### src/rtl/ipr_write_master_pkg.sv
// Shared IPR definitions: write-master FSM states and responder register map.
package ipr_write_master_pkg;

  typedef enum logic [1:0] {
    IPR_WM_IDLE = 2'd0,
    IPR_WM_REQ  = 2'd1,
    IPR_WM_RESP = 2'd2
  } ipr_wm_state_e;

  localparam logic [31:0] IPR_REG_DATA  = 32'h0000_0000;
  localparam logic [31:0] IPR_REG_FULL  = 32'h0000_0004;
  localparam logic [31:0] IPR_REG_EMPTY = 32'h0000_0008;

  function automatic logic [31:0] ipr_reg_addr(input logic [31:0] base, input logic [31:0] off);
    return base + off;
  endfunction

endpackage

### src/rtl/ipr_write_master_if.sv
// IPR write port: req held until gnt, then one rvalid cycle from the responder.
interface ipr_write_master_if #(
  parameter int unsigned DATA_W = 32
);
  logic              req;
  logic              we;
  logic [31:0]       addr;
  logic [DATA_W-1:0] wdata;
  logic              gnt;
  logic              rvalid;

  modport master (output req, we, addr, wdata, input gnt, rvalid);
  modport slave  (input req, we, addr, wdata, output gnt, rvalid);
endinterface

### src/rtl/ipr_write_master_skid.sv
// Two-entry input FIFO for the write master; ready is registered (= not full next cycle).
module ipr_write_master_skid #(
  parameter int unsigned DATA_W = 32
) (
  input  logic              w_clk,
  input  logic              w_rst_n,
  input  logic              push,
  input  logic [DATA_W-1:0] push_data,
  input  logic              pop,
  output logic [DATA_W-1:0] head,
  output logic              ready,
  output logic              empty
);

  logic [DATA_W-1:0] mem_q [2];
  logic              wr_ptr_q, rd_ptr_q;
  logic [1:0]        cnt_q, cnt_d;
  logic              ready_q;
  logic              do_push, do_pop;

  assign do_push = push && ready_q;
  assign do_pop  = pop && (cnt_q != 2'd0);

  always_comb begin
    cnt_d = cnt_q;
    if (do_push && !do_pop)      cnt_d = cnt_q + 2'd1;
    else if (do_pop && !do_push) cnt_d = cnt_q - 2'd1;
  end

  always_ff @(posedge w_clk or negedge w_rst_n) begin
    if (!w_rst_n) begin
      mem_q[0] <= '0;
      mem_q[1] <= '0;
      wr_ptr_q <= 1'b0;
      rd_ptr_q <= 1'b0;
      cnt_q    <= 2'd0;
      ready_q  <= 1'b0;
    end else begin
      if (do_push) begin
        mem_q[wr_ptr_q] <= push_data;
        wr_ptr_q        <= ~wr_ptr_q;
      end
      if (do_pop) rd_ptr_q <= ~rd_ptr_q;
      cnt_q   <= cnt_d;
      ready_q <= (cnt_d != 2'd2);
    end
  end

  assign head  = mem_q[rd_ptr_q];
  assign ready = ready_q;
  assign empty = (cnt_q == 2'd0);

endmodule

### src/rtl/ipr_write_master.sv
// IPR write initiator: drains a local stream into single-word writes to the IPR DATA register,
// counting completed words/bulks and flagging grant timeouts and response protocol errors.
module ipr_write_master
  import ipr_write_master_pkg::*;
#(
  parameter int unsigned DATA_W      = 32,
  parameter logic [31:0] BASE_ADDR   = 32'h0000_0000,
  parameter int unsigned BULK_NUMBER = 10,
  parameter int unsigned GNT_TIMEOUT = 256
) (
  input  logic                w_clk,
  input  logic                w_rst_n,
  input  logic                en,
  input  logic                s_valid,
  input  logic [DATA_W-1:0]   s_data,
  output logic                s_ready,
  ipr_write_master_if.master  ipr,
  output logic                busy,
  output logic                bulk_done,
  output logic [31:0]         words_sent,
  output logic                err_timeout,
  output logic                err_proto,
  input  logic                err_clr
);

  localparam int unsigned BulkW = (BULK_NUMBER > 1) ? $clog2(BULK_NUMBER) : 1;
  localparam int unsigned ToW   = $clog2(GNT_TIMEOUT + 1);

  ipr_wm_state_e     state_q, state_d;
  logic              req_q;
  logic [ToW-1:0]    to_cnt_q, to_cnt_d;
  logic [BulkW-1:0]  bulk_cnt_q, bulk_cnt_d;
  logic              bulk_done_q, bulk_done_d;
  logic [31:0]       words_q, words_d;
  logic              err_to_q, err_to_d, err_to_set;
  logic              err_pr_q, err_pr_d, err_pr_set;
  logic              buf_empty, pop;
  logic [DATA_W-1:0] buf_head;

  assign pop = req_q && ipr.gnt;

  ipr_write_master_skid #(
    .DATA_W (DATA_W)
  ) u_skid (
    .w_clk     (w_clk),
    .w_rst_n   (w_rst_n),
    .push      (s_valid),
    .push_data (s_data),
    .pop       (pop),
    .head      (buf_head),
    .ready     (s_ready),
    .empty     (buf_empty)
  );

  always_comb begin
    state_d     = state_q;
    to_cnt_d    = to_cnt_q;
    bulk_cnt_d  = bulk_cnt_q;
    bulk_done_d = 1'b0;
    words_d     = words_q;
    err_to_set  = 1'b0;
    err_pr_set  = 1'b0;
    unique case (state_q)
      IPR_WM_IDLE: begin
        err_pr_set = ipr.rvalid;
        if (en && !buf_empty) state_d = IPR_WM_REQ;
      end
      IPR_WM_REQ: begin
        // en is ignored here: the responder may already have latched the write.
        err_pr_set = ipr.rvalid;
        if (ipr.gnt) begin
          state_d  = IPR_WM_RESP;
          to_cnt_d = '0;
        end else begin
          if (to_cnt_q != ToW'(GNT_TIMEOUT - 1)) to_cnt_d = to_cnt_q + ToW'(1);
          if (to_cnt_q == ToW'(GNT_TIMEOUT - 1)) err_to_set = 1'b1;
        end
      end
      IPR_WM_RESP: begin
        if (ipr.rvalid) begin
          words_d = words_q + 32'd1;
          if (bulk_cnt_q == BulkW'(BULK_NUMBER - 1)) begin
            bulk_cnt_d  = '0;
            bulk_done_d = 1'b1;
          end else begin
            bulk_cnt_d = bulk_cnt_q + BulkW'(1);
          end
        end else begin
          err_pr_set = 1'b1;
        end
        state_d = (en && !buf_empty) ? IPR_WM_REQ : IPR_WM_IDLE;
      end
      default: state_d = IPR_WM_IDLE;
    endcase
    // Set wins over a simultaneous clear.
    err_to_d = err_to_set || (err_to_q && !err_clr);
    err_pr_d = err_pr_set || (err_pr_q && !err_clr);
  end

  always_ff @(posedge w_clk or negedge w_rst_n) begin
    if (!w_rst_n) begin
      state_q     <= IPR_WM_IDLE;
      req_q       <= 1'b0;
      to_cnt_q    <= '0;
      bulk_cnt_q  <= '0;
      bulk_done_q <= 1'b0;
      words_q     <= '0;
      err_to_q    <= 1'b0;
      err_pr_q    <= 1'b0;
    end else begin
      state_q     <= state_d;
      req_q       <= (state_d == IPR_WM_REQ);
      to_cnt_q    <= to_cnt_d;
      bulk_cnt_q  <= bulk_cnt_d;
      bulk_done_q <= bulk_done_d;
      words_q     <= words_d;
      err_to_q    <= err_to_d;
      err_pr_q    <= err_pr_d;
    end
  end

  assign ipr.req     = req_q;
  assign ipr.we      = req_q;
  assign ipr.addr    = req_q ? ipr_reg_addr(BASE_ADDR, IPR_REG_DATA) : 32'h0;
  assign ipr.wdata   = req_q ? buf_head : '0;
  assign busy        = (state_q != IPR_WM_IDLE) || !buf_empty;
  assign bulk_done   = bulk_done_q;
  assign words_sent  = words_q;
  assign err_timeout = err_to_q;
  assign err_proto   = err_pr_q;

endmodule

### src/flat_wrapper.sv
// flat-port wrapper written by rule: the top's interface ports become plain ports
module ipr_write_master_flat import ipr_write_master_pkg::*;
#(
  parameter int unsigned DATA_W      = 32,
  parameter logic [31:0] BASE_ADDR   = 32'h0000_0000,
  parameter int unsigned BULK_NUMBER = 10,
  parameter int unsigned GNT_TIMEOUT = 256
)
  (w_clk, w_rst_n, en, s_valid, s_data, s_ready, busy, bulk_done, words_sent, err_timeout, err_proto, err_clr, ipr_req, ipr_we, ipr_addr, ipr_wdata, ipr_gnt, ipr_rvalid);
  ipr_write_master_if #(.DATA_W(DATA_W)) ipr_i ();
  input  logic w_clk;
  input  logic w_rst_n;
  input  logic en;
  input  logic s_valid;
  input  logic [DATA_W-1:0] s_data;
  output logic s_ready;
  output logic busy;
  output logic bulk_done;
  output logic [31:0] words_sent;
  output logic err_timeout;
  output logic err_proto;
  input  logic err_clr;
  output wire logic [$bits(ipr_i.req)-1:0] ipr_req;
  output wire logic [$bits(ipr_i.we)-1:0] ipr_we;
  output wire logic [$bits(ipr_i.addr)-1:0] ipr_addr;
  output wire logic [$bits(ipr_i.wdata)-1:0] ipr_wdata;
  input wire logic [$bits(ipr_i.gnt)-1:0] ipr_gnt;
  input wire logic [$bits(ipr_i.rvalid)-1:0] ipr_rvalid;
  assign ipr_req = ipr_i.req;
  assign ipr_we = ipr_i.we;
  assign ipr_addr = ipr_i.addr;
  assign ipr_wdata = ipr_i.wdata;
  assign ipr_i.gnt = ipr_gnt;
  assign ipr_i.rvalid = ipr_rvalid;
  ipr_write_master #(.DATA_W(DATA_W), .BASE_ADDR(BASE_ADDR), .BULK_NUMBER(BULK_NUMBER), .GNT_TIMEOUT(GNT_TIMEOUT)) u_core (.w_clk(w_clk), .w_rst_n(w_rst_n), .en(en), .s_valid(s_valid), .s_data(s_data), .s_ready(s_ready), .ipr(ipr_i), .busy(busy), .bulk_done(bulk_done), .words_sent(words_sent), .err_timeout(err_timeout), .err_proto(err_proto), .err_clr(err_clr));
endmodule
### config.mk
export PLATFORM = sky130hd
export DESIGN_NAME = ipr_write_master_flat
export DESIGN_NICKNAME = d
export VERILOG_FILES = /design/src/rtl/ipr_write_master_pkg.sv /design/src/rtl/ipr_write_master_if.sv /design/src/rtl/ipr_write_master_skid.sv /design/src/rtl/ipr_write_master.sv /design/src/flat_wrapper.sv
export SDC_FILE = /design/constraint.sdc
export NUM_CORES = 1
export LEC_CHECK = 0
export CORE_MARGIN = 2
export CORE_UTILIZATION = 50
export DETAILED_ROUTE_END_ITERATION = 8
export MAX_ROUTING_LAYER = met4
export PLACE_DENSITY = 0.8
export SLEW_MARGIN = 20
export SYNTH_ARGS = -nofsm -noshare
export SYNTH_HDL_FRONTEND = slang
export SYNTH_HIERARCHICAL = 1
export SYNTH_SLANG_ARGS = --single-unit
### constraint.sdc
create_clock -name w_clk -period 2.3 [get_ports w_clk]
set_input_delay 0.23 -clock w_clk [delete_from_list [all_inputs] [get_ports w_clk]]
set_output_delay 0.23 -clock w_clk [all_outputs]
set_load 0.1 [all_outputs]
==> impl_metrics.env, run 1 <==
export IMPL_power_per_cell_area_nw_per_um2=1610
export IMPL_dr_pass1_iters=4
export IMPL_yosys_most_used_dff="dfrtp_1"
export IMPL_met3_usage_pct=5.05
export IMPL_synth_enable_flop_cells=0
export IMPL_diodes=0
export IMPL_path_cells="buf_4, mux2_2, and2_1, buf_12"
export IMPL_placementRows=40
export IMPL_post_cts_setup_buffers=0
export IMPL_drive_above_1_share_pct=36.6
export IMPL_arrival_ns=1.88
export IMPL_use_met2_pct=34.3
export IMPL_ys_warnings_count=6
export IMPL_start_util_pct=50.7
export IMPL_fmax_mhz=475
export IMPL_power_uw=13000
export IMPL_async_flop_share_pct=100
export IMPL_finalCriticalPeriod_ns=2.11
export IMPL_cts_resized=0
export IMPL_synth_seq_cells=120
export IMPL_slew_viol_final=0
export IMPL_netlist_area_leader_share_pct=49.7
export IMPL_syn_instance_count=495
export IMPL_clk_insertion_delay_late_ns=0.40
export IMPL_dieArea_um2=13000
export IMPL_portBuffers=109
export IMPL_nFillCells=846
export IMPL_grt_max_degree=67
export IMPL_gr_usage_all_layers_pct=20.9
export IMPL_gr_max_usage_layer="met2"
export IMPL_cp_start_kind="register"
export IMPL_crit_fanout=25
export IMPL_leakagePower_uw=0.00368
export IMPL_final_nets=659
export IMPL_grt_util_met1_pct=26.1
export IMPL_critPathRequiredTime_ns=2.07
export IMPL_crit_type="register to primary output"
export IMPL_clkSinkCount=120
export IMPL_clock_skew_ns=0.0100
export IMPL_vdd_drop_max_mv=1.37
export IMPL_postLayoutCoreUtil_pct=67.8
export IMPL_placed_cells=743
export IMPL_fin_cells=776
export IMPL_place_detailed_hpwl_um=8660
export IMPL_cts_max_path_buffers=2
export IMPL_wl_per_cell_um=16.3
export IMPL_synth_area_leaders="dfrtp_1, mux2_2, mux2_4, xnor2_1, and2_1"
export IMPL_clk_pin_slew_ns=0.06
export IMPL_cap_viol_max_count=0
export IMPL_grt_setup_unrepaired="false"
export IMPL_maxSlewHeadroom_pct=59.8
export IMPL_holdBufCountCts=1
export IMPL_drt_vias_per_instance=5.30
export IMPL_placed_area_um2=7440
export IMPL_area_delta_synth_final_pct=33.7
export IMPL_dr_first_iter_drc_count=172
export IMPL_cpLargestDelayFamily="buffers and inverters"
export IMPL_hp_class="input pin to async pin"
export IMPL_yosysSeqAreaShare_pct=49.7
export IMPL_ios=142
export IMPL_wl_um=12700
export IMPL_ys_types=47
export IMPL_die_x_um=114
export IMPL_grt_pass1_vias=4227
export IMPL_endpoint_kind="primary output"
export IMPL_core_area_um2=11900
export IMPL_clock_root_buffer="clkbuf_16"
export IMPL_cts_tree="done"
export IMPL_die_h_um=114
export IMPL_synth_top_cell_by_area="dfrtp_1"
export IMPL_tightest_slew_ns=0.603
export IMPL_antenna_found_initial=0
export IMPL_slowest_stage="mux2_2"
export IMPL_cts_buffers=17
export IMPL_tns_ns=0
export IMPL_finalWeightedCongestion=0.901
export IMPL_overflow=0
export IMPL_post_route_period_util_pct=91.6
export IMPL_final_area_um2=8070
export IMPL_netlist_area_um2=6040
export IMPL_hold_viol_final=0
export IMPL_grt_first_pass_wirelength_um=20800
export IMPL_ant_nets=0
export IMPL_worst_path_buf_inv=2
export IMPL_avgSynthCellArea_um2=12.2
export IMPL_outcome="complete, no violations"
export IMPL_htreeDepth=4
export IMPL_drcViolationCount=0
export IMPL_setup_viol=0
export IMPL_via_count=4114
export IMPL_critical_path_max_stage_delay_ns=0.40
-- routing by layer --
layer	vias to the layer above	wire length, um
met4	0	146
met3	13	577
li1	1896	-
met5	-	0
met1	2084	5550
met2	121	6390
-- worst paths after layout --
| kind | cells past startpoint | start | slack [ns] | endpoint |
|---|---|---|---|---|
| max reg2reg | 8 | u_core/to_cnt_q[0] | 0.23 | u_core/to_cnt_q[5] |
| min reg2reg | 1 | u_core/words_sent[31] | 0.50 | u_core/words_sent[31] |
| min in group w_clk | 3 | en | 0.46 | u_core/state_q[0] |
| max | 4 | u_core/u_skid/rd_ptr_q | 0.19 | ipr_wdata[18] |
| max in group asynchronous | 3 | w_rst_n | 1.26 | u_core/words_sent[7] |
| min | 2 | w_rst_n | 0.33 | u_core/u_skid/mem_q[25] |
-- cells by family (layout without fill, tap and decap cells) --
group           count (synthesis)  after routing  synth area share [%]
compound gates                 22             22                  2.26
xor+xnor                       39             39                  5.66
fa+ha+maj                       5              5                 0.994
buf+inv                        62            165                  6.96
flops                         120            120                  49.7
mux                            97             97                  19.9
other cells                     1             32                0.0621
simple gates                  149            149                  14.5
-- Yosys cell counts (9+ instances only) --
cell type	n
mux2_2	65
nor3_1	9
nand4_1	16
dfrtp_1	120
mux2_4	29
and2_1	40
nand2_1	22
xnor2_1	33
nand3_1	13
nor2_1	11
buf_4	33
o21ai_0	9
-- sequential cells by signal (all words and copies together) (netlist names), 2 cells and up --
register             flops
u_core/bulk_cnt_q        4
u_core/u_skid/mem_q     64
u_core/state_q           2
u_core/words_sent       32
u_core/u_skid/cnt_q      2
u_core/to_cnt_q          9
-- layout make-up --
cell class | count | area [um^2] | area share, %
tap | 147 | 184 | 2.28
timing repair buffer | 125 | 1480 | 18.4
sequential | 120 | 3020 | 37.4
multi-input combinational | 344 | 2730 | 33.8
inverter | 8 | 30.0 | 0.372
clock inverter | 9 | 145 | 1.80
clock buffer | 23 | 478 | 5.92
-- cell usage in the layout (no fill, tap or decap), drive strengths merged, types with 2 or more instances in the layout --
cell type,n
nand3,13
xor2,6
nand4b,3
nor3b,3
ha,4
and2,40
and4,3
clkdlybuf4s50,37
mux2,96
clkbuf,23
nor2,11
nand2,23
nand4,17
o21ai,9
xnor2,33
o32ai,2
clkinv,5
buf,87
inv,8
and3,6
dfrtp,120
nor4,8
nand2b,4
conb,32
nor3,9
nor2b,4
a21oi,5
bufinv,4
-- through the flow --
stage | setup WS (ns) | hold slack (ns)
detailed placement | 0.334 | 0.198
finish | 0.193 | 0.325
global route | 0.117 | 0.350
global placement | 0.454 | 0.184
CTS | 0.190 | 0.313
floorplan | 0.00971 | -0.0656
-- power by group --
part / internal [uW] / switching, uW / leakage, uW
registers: 2880 / 513 / 0.00147
logic: 2770 / 4080 / 0.00190
clock network: 1890 / 891 / 0.000311
Note: power is estimated with default switching activity, not from simulation.
==> run 2: changes to the inputs <==
Settings changed: CORE_UTILIZATION 50 to 48, PLACE_DENSITY 0.8 to 0.77, REMOVE_ABC_BUFFERS set to 1.
==> run 2 against run 1 <==
Power is 1.4% lower. Setup slack worse by 0.0094 ns. First-iteration DRC count rose by 33%. Clock power shrank 6%. Combinational power about the same. Critical path depth stayed put. Fmax shrank 0.45%. Sequential share of layout area down 0.065 points. Cell area is 0.33% lower. Routed wire length grew 2.3%. Final cell count is 1.9% higher. Die area grew 4.0%. Critical path type unchanged. Critical endpoint is now ipr_wdata[6].
==> impl_metrics.env, run 2 (synthesis results as in run 1) <==
export IMPL_outcome="complete, no violations"
export IMPL_vdd_drop_max_mv=1.14
export IMPL_gr_max_usage_layer="met2"
export IMPL_finalCriticalPeriod_ns=2.12
export IMPL_drive_above_1_share_pct=33.9
export IMPL_leakagePower_uw=0.00367
export IMPL_ios=142
export IMPL_arrival_ns=1.89
export IMPL_core_area_um2=12200
export IMPL_area_delta_synth_final_pct=33.2
export IMPL_clock_skew_ns=0.00717
export IMPL_fmax_mhz=473
export IMPL_wl_per_cell_um=16.4
export IMPL_tns_ns=0
export IMPL_critPathRequiredTime_ns=2.07
export IMPL_grt_pass1_vias=4281
export IMPL_grt_setup_unrepaired="false"
export IMPL_cts_max_path_buffers=2
export IMPL_top_register="u_core/u_skid/mem_q"
export IMPL_final_common_cell="dfrtp_1"
export IMPL_largest_reg_flops=64
export IMPL_dr_pass1_iters=4
export IMPL_portBuffers=109
export IMPL_slew_viol_final=0
export IMPL_endpoint_kind="primary output"
export IMPL_setup_viol=0
export IMPL_finalWeightedCongestion=0.845
export IMPL_cp_start_kind="register"
export IMPL_maxSlewHeadroom_pct=57.1
export IMPL_grt_max_degree=54
export IMPL_cap_viol_max_count=0
export IMPL_final_nets=656
export IMPL_die_h_um=116
export IMPL_drcViolationCount=0
export IMPL_clkSinkCount=120
export IMPL_antenna_found_initial=0
export IMPL_drt_vias_per_instance=5.20
export IMPL_gr_usage_all_layers_pct=21.5
export IMPL_timing_hold_ws_ns=0.374
export IMPL_grt_util_met1_pct=26.8
export IMPL_wl_um=13000
export IMPL_dieArea_um2=13500
export IMPL_use_met2_pct=33.8
export IMPL_placementRows=40
export IMPL_via_count=4114
export IMPL_crit_type="register to primary output"
export IMPL_post_route_period_util_pct=92.0
export IMPL_dr_first_iter_drc_count=228
export IMPL_hold_viol_final=0
export IMPL_grt_first_pass_wirelength_um=21500
export IMPL_hp_class="input pin to async pin"
export IMPL_ant_nets=0
export IMPL_clk_insertion_delay_late_ns=0.41
export IMPL_htreeDepth=4
export IMPL_post_cts_setup_buffers=0
export IMPL_clock_root_buffer="clkbuf_16"
export IMPL_cts_buffers=17
export IMPL_overflow=0
export IMPL_diodes=0
export IMPL_met3_usage_pct=5.60
export IMPL_final_cell_mix="dfrtp_1, mux2_2, buf_4"
export IMPL_start_util_pct=49.7
export IMPL_cts_tree="done"
export IMPL_clk_pin_slew_ns=0.05
export IMPL_tightest_slew_ns=0.643
export IMPL_crit_fanout=26
export IMPL_place_detailed_hpwl_um=8800
export IMPL_die_x_um=116
export IMPL_power_per_cell_area_nw_per_um2=1600
## run 2: cell count changes in the layout (fill, tap and decap cells not counted), moves of 2 or more
cell | before | now
dfrtp_1 | 107 | 119
buf_12 | 36 | 38
buf_4 | 51 | 46
clkinv_2 | 5 | 0
bufinv_16 | 4 | 2
clkbuf_8 | 3 | 6
dfrtp_2 | 13 | 1
## run 2: worst max-delay path: stages, from the launching register on
cell and delay [ns]:
dfrtp_2 0.50, buf_12 0.23, mux2_2 0.35, and2_1 0.21, buf_12 0.18
## run 2: area by class of cell
cell class / instances / area (um^2)
fillers: 891 / 4120
inverters: 8 / 30.0
clock inverters: 2 / 60.1
repair buffers: 122 / 1490
well taps: 168 / 210
flip-flops and latches: 120 / 3000
clock buffers: 27 / 523
multi-input cells: 344 / 2730
## run 2: per-layer routing
| layer | part of all wire, % | vias to the layer above |
|---|---|---|
| met3 | 5.6 | 25 |
| met4 | 2.4 | 0 |
| met1 | 43 | 2055 |
| met2 | 49 | 148 |
| met5 | 0 | - |
| li1 | - | 1886 |
## run 2: worst paths after layout
check,from,to,slack [ns],cells after the start
worst max-delay path,u_core/u_skid/rd_ptr_q,ipr_wdata[6],0.18,4
worst min-delay path,w_rst_n,u_core/u_skid/mem_q[8],0.37,2
worst max register to register,u_core/to_cnt_q[0],u_core/to_cnt_q[5],0.30,8
worst min register to register,u_core/words_sent[31],u_core/words_sent[31],0.49,1
max in group asynchronous,w_rst_n,u_core/words_sent[21],1.20,3
min in group w_clk,en,u_core/ipr.req,0.43,3
## run 2: repair_timing
item | in CTS | in global routing
endpoints found under the hold margin | 43 | 0
hold buffers | 1 | 0
endpoints found under the setup margin | 0 | 16
resized for setup | 0 | 1
## run 2: through the flow
stage / setup slack, ns / instances / util, % / power, uW / instance area [um^2]
2_1_floorplan: -0.642 / 472 / - / 8070 / 5770
3_3_place_gp: 0.420 / 761 / 61.3 / 10100 / 7450
3_5_place_dp: 0.302 / 761 / 61.3 / 10300 / 7450
4_1_cts: 0.0362 / 791 / 66.2 / 12900 / 8050
5_1_grt: 0.104 / 791 / 66.2 / 13400 / 8050
6_report: 0.184 / 791 / 66.2 / 12800 / 8050
## run 2: report_power, final
group	internal [uW]	switching (uW)	total [uW]
logic	2790	4050	6830
clock network	1750	854	2600
registers	2880	526	3410
total	7410	5430	12800
==> run 3: changes to the inputs <==
Settings changed: CORE_MARGIN 2 to 5.
==> run 3 against run 2 <==
Clock power shrank 5%. Critical endpoint is now ipr_wdata[13]. Flip-flop and latch count is the same. Clock skew shrank 0.0020 ns. Worst hold slack lost 0.092 ns. Non-clock buffer count grew 2. Via count shrank 0.95%. Sequential share of layout area grew 0.11 points. Sequential power is essentially flat.
==> impl_metrics.env, run 3 (synthesis results as in run 1) <==
export IMPL_drcViolationCount=0
export IMPL_placed_area_um2=7460
export IMPL_wl_per_cell_um=16.7
export IMPL_cts_buffers=17
export IMPL_met3_usage_pct=5.15
export IMPL_cap_viol_max_count=0
export IMPL_outcome="complete, no violations"
export IMPL_cp_start_kind="register"
export IMPL_cts_tree="done"
export IMPL_grt_setup_unrepaired="false"
export IMPL_placementRows=41
export IMPL_core_area_um2=12500
export IMPL_hold_viol_final=0
export IMPL_critPathRequiredTime_ns=2.07
export IMPL_placed_cells=767
export IMPL_antenna_found_initial=0
export IMPL_clock_root_buffer="clkbuf_16"
export IMPL_crit_fanout=26
export IMPL_dieArea_um2=14900
export IMPL_clkSinkCount=120
export IMPL_grt_util_met1_pct=24.5
export IMPL_sw_frac_of_total_pct=42.8
export IMPL_leakagePower_uw=0.00366
export IMPL_final_common_cell="dfrtp_1"
export IMPL_tightest_slew_ns=0.633
export IMPL_htreeDepth=4
export IMPL_hp_class="input pin to async pin"
export IMPL_dr_pass1_iters=4
export IMPL_slew_viol_final=0
export IMPL_cts_max_path_buffers=2
export IMPL_clk_insertion_delay_late_ns=0.40
export IMPL_dr_first_iter_drc_count=202
export IMPL_clock_skew_ns=0.00517
export IMPL_via_count=4075
export IMPL_finalCriticalPeriod_ns=2.21
export IMPL_wl_um=13300
export IMPL_p_sw_uw=5440
export IMPL_clk_pin_slew_ns=0.05
export IMPL_area_delta_synth_final_pct=32.8
export IMPL_setup_viol=0
export IMPL_final_area_um2=8020
export IMPL_cts_resized=0
export IMPL_gr_max_usage_layer="met2"
export IMPL_pwr_share_comb_pct=53.8
export IMPL_endpoint_kind="primary output"
export IMPL_ant_nets=0
export IMPL_place_detailed_hpwl_um=9160
export IMPL_finalWeightedCongestion=0.810
export IMPL_post_route_period_util_pct=96.0
export IMPL_portBuffers=109
export IMPL_power_uw=12700
export IMPL_start_util_pct=48.4
export IMPL_crit_type="register to primary output"
export IMPL_largest_reg_flops=64
export IMPL_maxSlewHeadroom_pct=57.4
export IMPL_power_per_cell_area_nw_per_um2=1580
export IMPL_top_register="u_core/u_skid/mem_q"
export IMPL_ios=142
export IMPL_drt_vias_per_instance=5.11
export IMPL_fin_cells=797
export IMPL_grt_first_pass_wirelength_um=21800
export IMPL_use_met2_pct=30.0
export IMPL_arrival_ns=1.98
export IMPL_die_x_um=122
export IMPL_overflow=0
export IMPL_vdd_drop_max_mv=0.840
export IMPL_fmax_mhz=453
export IMPL_diodes=0
export IMPL_die_h_um=122
export IMPL_pwr_share_clk_pct=19.4
export IMPL_final_cell_mix="dfrtp_1, mux2_2, buf_4"
export IMPL_final_nets=658
export IMPL_drive_above_1_share_pct=33.9
export IMPL_grt_max_degree=50
export IMPL_gr_usage_all_layers_pct=19.1
export IMPL_grt_pass1_vias=4343
export IMPL_power_frac_seq_pct=26.8
export IMPL_intPower_uw=7260
## run 3: worst paths after layout
| kind | startpoint | end | depth (start not counted) | slack (ns) |
|---|---|---|---|---|
| max | u_core/u_skid/rd_ptr_q | ipr_wdata[13] | 4 | 0.09 |
| min | w_rst_n | u_core/u_skid/mem_q[1] | 2 | 0.28 |
| max reg2reg | u_core/to_cnt_q[0] | u_core/to_cnt_q[7] | 8 | 0.22 |
| min reg2reg | u_core/words_sent[31] | u_core/words_sent[31] | 1 | 0.48 |
| max in group asynchronous | w_rst_n | u_core/words_sent[18] | 3 | 1.38 |
| min in group w_clk | en | u_core/ipr.req | 3 | 0.44 |
## run 3: per-layer routing
metal	wire, um	up-vias
met2	6380	139
met3	835	14
li1	-	1901
met1	5970	2021
met4	141	0
met5	0	-
## run 3: power by group through the flow
stage	Clock [uW]	Combinational (uW)	Sequential, uW
floorplan	0	4340	3740
global placement	0	6740	3350
detailed placement	0	6840	3410
CTS	2500	6860	3390
global route	2610	7120	3490
finish	2470	6830	3400
## run 3: what timing repair did
action	4_1_cts	5_1_grt
setup buffers	0	0
hold buffers	1	0
hold endpoints to repair	23	0
## run 3: through the flow
step	setup TNS, ns	worst slack, ns	utilization (%)	hold WS [ns]
3_5_place_dp	0	0.215	59.8	0.157
2_1_floorplan	-23.03	-0.642	-	-0.0656
5_1_grt	0	0.00495	64.3	0.298
4_1_cts	0	0.0811	64.3	0.279
6_report	0	0.0931	64.3	0.283
3_3_place_gp	0	0.379	59.8	0.153
## run 3: worst max-delay path, cell delays in order, from the launching register on
cell	delay (ns)
dfrtp_1	0.59
buf_12	0.25
mux2_2	0.35
and2_1	0.20
buf_12	0.18
## run 3: final cells by class
type,count,area [um^2]
Clock inverter,3,40.0
Sequential cell,120,3000
Fill cell,936,4450
Multi-Input combinational cell,344,2730
Tap cell,172,215
Timing Repair Buffer,124,1490
Inverter,8,30.0
Clock buffer,26,509
